$ cat src/rtl/alu_pkg.sv
// Shared opcode map, control width, FSM state type and decode helpers for the ALU front end.
package alu_pkg;

  localparam int unsigned ALU_CTRL_W = 13;

  localparam logic [3:0] OP_AND  = 4'd0;
  localparam logic [3:0] OP_OR   = 4'd1;
  localparam logic [3:0] OP_ADD  = 4'd2;
  localparam logic [3:0] OP_SUB  = 4'd3;
  localparam logic [3:0] OP_MUL  = 4'd4;
  localparam logic [3:0] OP_DIV  = 4'd5;
  localparam logic [3:0] OP_SHR  = 4'd6;
  localparam logic [3:0] OP_SHRA = 4'd7;
  localparam logic [3:0] OP_SHL  = 4'd8;
  localparam logic [3:0] OP_ROR  = 4'd9;
  localparam logic [3:0] OP_ROL  = 4'd10;
  localparam logic [3:0] OP_NEG  = 4'd11;
  localparam logic [3:0] OP_NOT  = 4'd12;

  typedef enum logic [1:0] {IDLE, EXEC, DONE} state_e;

  // MUL and DIV produce a full 64-bit result destined for HI/LO.
  function automatic logic is_wide(input logic [3:0] op);
    return (op == OP_MUL) || (op == OP_DIV);
  endfunction

endpackage

$ cat src/rtl/alu_op_decode.sv
// Combinational opcode decoder: one-hot ALU control plus wide/illegal flags.
module alu_op_decode
  import alu_pkg::*;
(
  input  logic [3:0]            op,
  output logic [ALU_CTRL_W-1:0] onehot,
  output logic                  wide,
  output logic                  illegal
);

  // Opcodes above OP_NOT have no ALU function and must never raise a control line.
  always_comb begin
    illegal = (op > OP_NOT);
    wide    = is_wide(op);
    onehot  = '0;
    if (!illegal) begin
      onehot = ALU_CTRL_W'(1) << op;
    end
  end

endmodule

$ cat src/rtl/alu_issue_ctrl.sv
// Issue/capture controller in front of the ALU: holds operands and one-hot control for a
// settle window, captures the 64-bit result and hands it downstream via valid/ready.
module alu_issue_ctrl
  import alu_pkg::*;
#(
  parameter int unsigned MULDIV_WAIT = 4,
  parameter int unsigned BASIC_WAIT  = 1
) (
  input  logic                  clk,
  input  logic                  clear,
  input  logic                  start,
  input  logic [3:0]            op,
  input  logic [31:0]           a_in,
  input  logic [31:0]           b_in,
  input  logic [63:0]           alu_c,
  input  logic                  res_ready,
  output logic [31:0]           alu_a,
  output logic [31:0]           alu_b,
  output logic [ALU_CTRL_W-1:0] alu_control,
  output logic                  busy,
  output logic                  res_valid,
  output logic [31:0]           res_lo,
  output logic [31:0]           res_hi,
  output logic                  res_wide,
  output logic                  illegal_op
);

  // Counter load values: the counter reads 0 on the last EXEC cycle.
  localparam logic [3:0] MulDivLoad = 4'(MULDIV_WAIT - 1);
  localparam logic [3:0] BasicLoad  = 4'(BASIC_WAIT - 1);

  state_e                state_q, state_d;
  logic [3:0]            cnt_q, cnt_d;
  logic [3:0]            op_q, op_d;
  logic [31:0]           alu_a_q, alu_a_d;
  logic [31:0]           alu_b_q, alu_b_d;
  logic [ALU_CTRL_W-1:0] ctrl_q, ctrl_d;
  logic                  busy_q, busy_d;
  logic                  valid_q, valid_d;
  logic [31:0]           lo_q, lo_d;
  logic [31:0]           hi_q, hi_d;
  logic                  wide_q, wide_d;
  logic                  illegal_q, illegal_d;

  logic [ALU_CTRL_W-1:0] dec_onehot;
  logic                  dec_wide;
  logic                  dec_illegal;

  alu_op_decode u_dec (
    .op      (op),
    .onehot  (dec_onehot),
    .wide    (dec_wide),
    .illegal (dec_illegal)
  );

  // Next-state logic for FSM, settle counter, operand latches and result register.
  always_comb begin
    state_d   = state_q;
    cnt_d     = cnt_q;
    op_d      = op_q;
    alu_a_d   = alu_a_q;
    alu_b_d   = alu_b_q;
    ctrl_d    = ctrl_q;
    busy_d    = busy_q;
    valid_d   = valid_q;
    lo_d      = lo_q;
    hi_d      = hi_q;
    wide_d    = wide_q;
    illegal_d = illegal_q;

    unique case (state_q)
      IDLE: begin
        if (start) begin
          busy_d = 1'b1;
          if (dec_illegal) begin
            // Skip EXEC entirely; report a zero result flagged illegal.
            state_d   = DONE;
            valid_d   = 1'b1;
            lo_d      = '0;
            hi_d      = '0;
            wide_d    = 1'b0;
            illegal_d = 1'b1;
          end else begin
            state_d = EXEC;
            alu_a_d = a_in;
            alu_b_d = b_in;
            op_d    = op;
            ctrl_d  = dec_onehot;
            cnt_d   = dec_wide ? MulDivLoad : BasicLoad;
          end
        end
      end
      EXEC: begin
        if (cnt_q == 4'd0) begin
          state_d   = DONE;
          ctrl_d    = '0;
          valid_d   = 1'b1;
          illegal_d = 1'b0;
          lo_d      = alu_c[31:0];
          wide_d    = is_wide(op_q);
          if (is_wide(op_q)) begin
            hi_d = alu_c[63:32];
          end else if (op_q == OP_ADD) begin
            hi_d = {31'b0, alu_c[32]};
          end else begin
            hi_d = '0;
          end
        end else begin
          cnt_d = cnt_q - 4'd1;
        end
      end
      DONE: begin
        if (res_ready) begin
          state_d   = IDLE;
          busy_d    = 1'b0;
          valid_d   = 1'b0;
          wide_d    = 1'b0;
          illegal_d = 1'b0;
        end
      end
      default: begin
        state_d = IDLE;
        busy_d  = 1'b0;
        valid_d = 1'b0;
        ctrl_d  = '0;
      end
    endcase
  end

  // State registers with synchronous active-low clear; clear drops any pending result.
  always_ff @(posedge clk) begin
    if (!clear) begin
      state_q   <= IDLE;
      cnt_q     <= '0;
      op_q      <= '0;
      alu_a_q   <= '0;
      alu_b_q   <= '0;
      ctrl_q    <= '0;
      busy_q    <= 1'b0;
      valid_q   <= 1'b0;
      lo_q      <= '0;
      hi_q      <= '0;
      wide_q    <= 1'b0;
      illegal_q <= 1'b0;
    end else begin
      state_q   <= state_d;
      cnt_q     <= cnt_d;
      op_q      <= op_d;
      alu_a_q   <= alu_a_d;
      alu_b_q   <= alu_b_d;
      ctrl_q    <= ctrl_d;
      busy_q    <= busy_d;
      valid_q   <= valid_d;
      lo_q      <= lo_d;
      hi_q      <= hi_d;
      wide_q    <= wide_d;
      illegal_q <= illegal_d;
    end
  end

  assign alu_a       = alu_a_q;
  assign alu_b       = alu_b_q;
  assign alu_control = ctrl_q;
  assign busy        = busy_q;
  assign res_valid   = valid_q;
  assign res_lo      = lo_q;
  assign res_hi      = hi_q;
  assign res_wide    = wide_q;
  assign illegal_op  = illegal_q;

endmodule

$ cat config.mk
export PLATFORM = sky130hd
export DESIGN_NAME = alu_issue_ctrl
export DESIGN_NICKNAME = d
export VERILOG_FILES = /design/src/rtl/alu_pkg.sv /design/src/rtl/alu_op_decode.sv /design/src/rtl/alu_issue_ctrl.sv
export SDC_FILE = /design/constraint.sdc
export NUM_CORES = 1
export LEC_CHECK = 0
export ABC_AREA = 1
export BUFFER_PORTS_ARGS = -buffer_cell sky130_fd_sc_hd__buf_2
export CAP_MARGIN = 5
export CORE_MARGIN = 2
export CORE_UTILIZATION = 30
export DETAILED_ROUTE_END_ITERATION = 12
export GPL_ROUTABILITY_DRIVEN = 0
export GPL_TIMING_DRIVEN = 0
export HOLD_SLACK_MARGIN = 0.05
export PLACE_DENSITY_LB_ADDON = 0.12
export SETUP_SLACK_MARGIN = 0.1
export SLEW_MARGIN = 5
export SYNTH_ARGS = -nofsm -noshare
export SYNTH_HDL_FRONTEND = slang
export SYNTH_SLANG_ARGS = --single-unit
$ cat constraint.sdc
create_clock -name clk -period 5.1 [get_ports clk]
set_clock_uncertainty 0.2 [all_clocks]
set_input_delay 0.255 -clock clk [delete_from_list [all_inputs] [get_ports clk]]
set_output_delay 0.255 -clock clk [all_outputs]
set_load 0.02 [all_outputs]
==> results.json <==
{
  "drt-total-wl_um": 20900,
  "r2r_end": "res_lo[21]",
  "start_util_pct": 30.4,
  "layout_min_cycle_time_ps": 2270,
  "leakage_nw": 5.11,
  "syn_area_um2": 6340,
  "critPathRequiredTime_ps": 5220,
  "diodes": 0,
  "drtIter0Drc": 173,
  "drcViolationCount": 0,
  "clockBufferDepth": 2,
  "rows": 53,
  "maxSlewHeadroom_pct": 59.2,
  "status": "finished clean",
  "areaGrowthSynthToFinish_pct": 57.3,
  "hold_violations": 0,
  "via_count": 7045,
  "endpoint_kind": "flop",
  "crit_family": "buffers and inverters",
  "tightest_slew_ps": 613,
  "synth_area_leaders": "dfxtp_1 (49%), nor2_1 (18%), nand2_1 (14%)",
  "dr.pass1.iters": 4,
  "r2r_cells": 10,
  "setup_viol": 0,
  "reg2reg_slack_ps": 2830,
  "groute.usage.overall_pct": 18.7,
  "clkLatencyLatePin_ps": 430,
  "vias_per_cell": 4.29,
  "ant_nets": 0,
  "syn_nets": 1067,
  "critPathArrivalTime_ps": 2390,
  "cts_buffers": 17,
  "nets": 1496,
  "antenna_found_initial": 0,
  "grt_pass1_wl_um": 33400,
  "min_path_type": "in2reg",
  "synth_cell_types": 26,
  "cellPowerDensity_nw_per_um2": 625,
  "ys_seq_area_share_pct": 48.9,
  "critPathSlowestCell": "clkbuf_1",
  "cp_slowest_stage_delay_ps": 460,
  "slew_viol_final": 0,
  "cts_root_buf": "clkbuf_16",
  "r2r_start": "state_q[1]",
  "maxCapViolations": 0,
  "critPathKind": "reg2reg",
  "core_um2": 20900,
  "hp-start": "op[2]",
  "post_synth_inst_count": 926,
  "h-tree-depth": 4,
  "synth_seq_cells": 155,
  "gr-total-overflow": 0,
  "cts_tree": "yes",
  "io_buffers": 279,
  "final_cell_mix": "nor2_1 (312), buf_2 (300), nand2_1 (229), dfxtp_1 (155), dlygate4sd3_1 (131)",
  "synth_top_area_cell": "dfxtp_1",
  "fmax_mhz": 440,
  "path_cells": "inv_1 > ha_1 > buf_2 > inv_1 > nand2_1 > nand2_4 > clkbuf_1 > o21bai_1 > nand2_1 > nor2_1",
  "final_layout_size_suffix_gt1_share_pct": 25.4,
  "power_w": 0.00623,
  "dpl.hpwl_um": 14700,
  "cts_setup_buffers": 0,
  "clock-sinks": 155,
  "grt_pass1_vias": 6873,
  "cts.repair.resized": 0,
  "die_area_um2": 22300,
  "vdd_drop_max_mv": 0.220,
  "clk_pin_slew_worst_paths_ps": 60,
  "finalCritPeriodShare_pct": 44.5,
  "crit_buf_inv": 4,
  "tns_ps": 0,
  "yosys_warnings": 0,
  "cts_hold_buf": 131,
  "die_x_um": 149,
  "postSynthAreaPerCell_um2": 6.85,
  "hold_end": "alu_control[1]",
  "worstHoldPathCells": 6,
  "routedWlPerCell_um": 12.7,
  "grt_setup_unrepaired": "false",
  "ios": 281,
  "yosysTopAreaCellShare_pct": 48.9,
  "final_common_cell": "nor2_1",
  "cp-start-kind": "flop",
  "crit_fanout": 10,
  "die_h_um": 149,
  "grt_max_degree": 17
}
==> per-stage QoR <==
step / hold slack [ps] / setup slack (ps) / cells / util [%] / cell area, µm²
after floorplan: 190 / 3290 / 926 / - / 6340
after global placement: 241 / 2820 / 1480 / 38.7 / 8090
after detailed placement: 242 / 2830 / 1480 / 38.7 / 8090
after CTS: 65.6 / 2810 / 1643 / 47.8 / 9980
after global routing: 118 / 2620 / 1643 / 47.8 / 9980
final: 75.1 / 2830 / 1643 / 47.8 / 9980
==> worst max-delay path by stage <==
stage / start / endpoint / cells past startpoint
global placement: state_q[1] / res_lo[21] / 10
CTS: state_q[1] / res_lo[21] / 10
finish: state_q[1] / res_lo[21] / 10
global route: state_q[0] / res_lo[19] / 10
detailed placement: state_q[1] / res_lo[4] / 10
floorplan: state_q[0] / res_hi[13] / 10
==> cell usage after synthesis <==
cell type	n
o21ai_1	2
nor3_2	1
inv_2	3
xnor2_1	1
nand2_4	2
clkbuf_2	1
nor2_1	312
nor3_1	3
buf_6	5
nor2_4	2
nand2_2	1
o21ai_0	73
nand3_1	20
clkbuf_1	21
nand2_1	229
ha_1	5
o21bai_1	11
inv_1	34
buf_2	21
a21oi_1	9
nand4_1	4
o22ai_1	1
nand3b_1	1
dfxtp_1	155
buf_1	8
buf_4	1
==> report_power, final <==
group / switching, W / internal [W] / leakage [nW]
registers: 0.000217 / 0.00168 / 1.28
clock network: 0.000559 / 0.000713 / 0.293
logic: 0.00201 / 0.00105 / 3.54
total: 0.00279 / 0.00344 / 5.11
==> state kept, by name (all words and copies together) (netlist names) <==
signal       cells
res_valid        1
cnt_q            4
res_lo          32
res_wide         1
busy             1
op_q             4
alu_control     13
illegal_op       1
alu_a           32
state_q          2
alu_b           32
res_hi          32
==> tightest hold or removal path, stage by stage <==
cell and delay (ps):
buf_2 120, nor3_1 70, nand2_1 50, nand3_1 70
nand2_1 60, nor2_1 30
==> layout make-up <==
type	count	area (µm²)
timing repair buffer	410	2710
clock buffer	19	453
inverter	37	139
tap	275	344
clock inverter	13	133
multi-input combinational	677	2820
buffer	57	283
sequential	155	3100
fill	2195	10900
==> per-layer routing <==
| layer | up-vias | GRT usage, % | part of all wire [%] |
|---|---|---|---|
| li1 | 3712 | - | - |
| met1 | 3100 | 22.9 | 46 |
| met2 | 216 | 31.8 | 46 |
| met3 | 17 | 5.58 | 7.2 |
| met4 | 0 | 5.14 | 1.3 |
| met5 | - | 0 | 0 |
==> logic make-up after synthesis <==
| logic type | after synthesis | synth area share (%) |
|---|---|---|
| and+or+nand+nor | 575 | 35.3 |
| DFF | 155 | 48.9 |
| buffers and inverters | 94 | 6.65 |
| xor gates and xnor gates | 1 | 0.138 |
| adders and majority gates | 5 | 0.986 |
| AOI/OAI and AO/OA | 96 | 8.03 |
No activity file was read; power rests on OpenSTA's default activity.
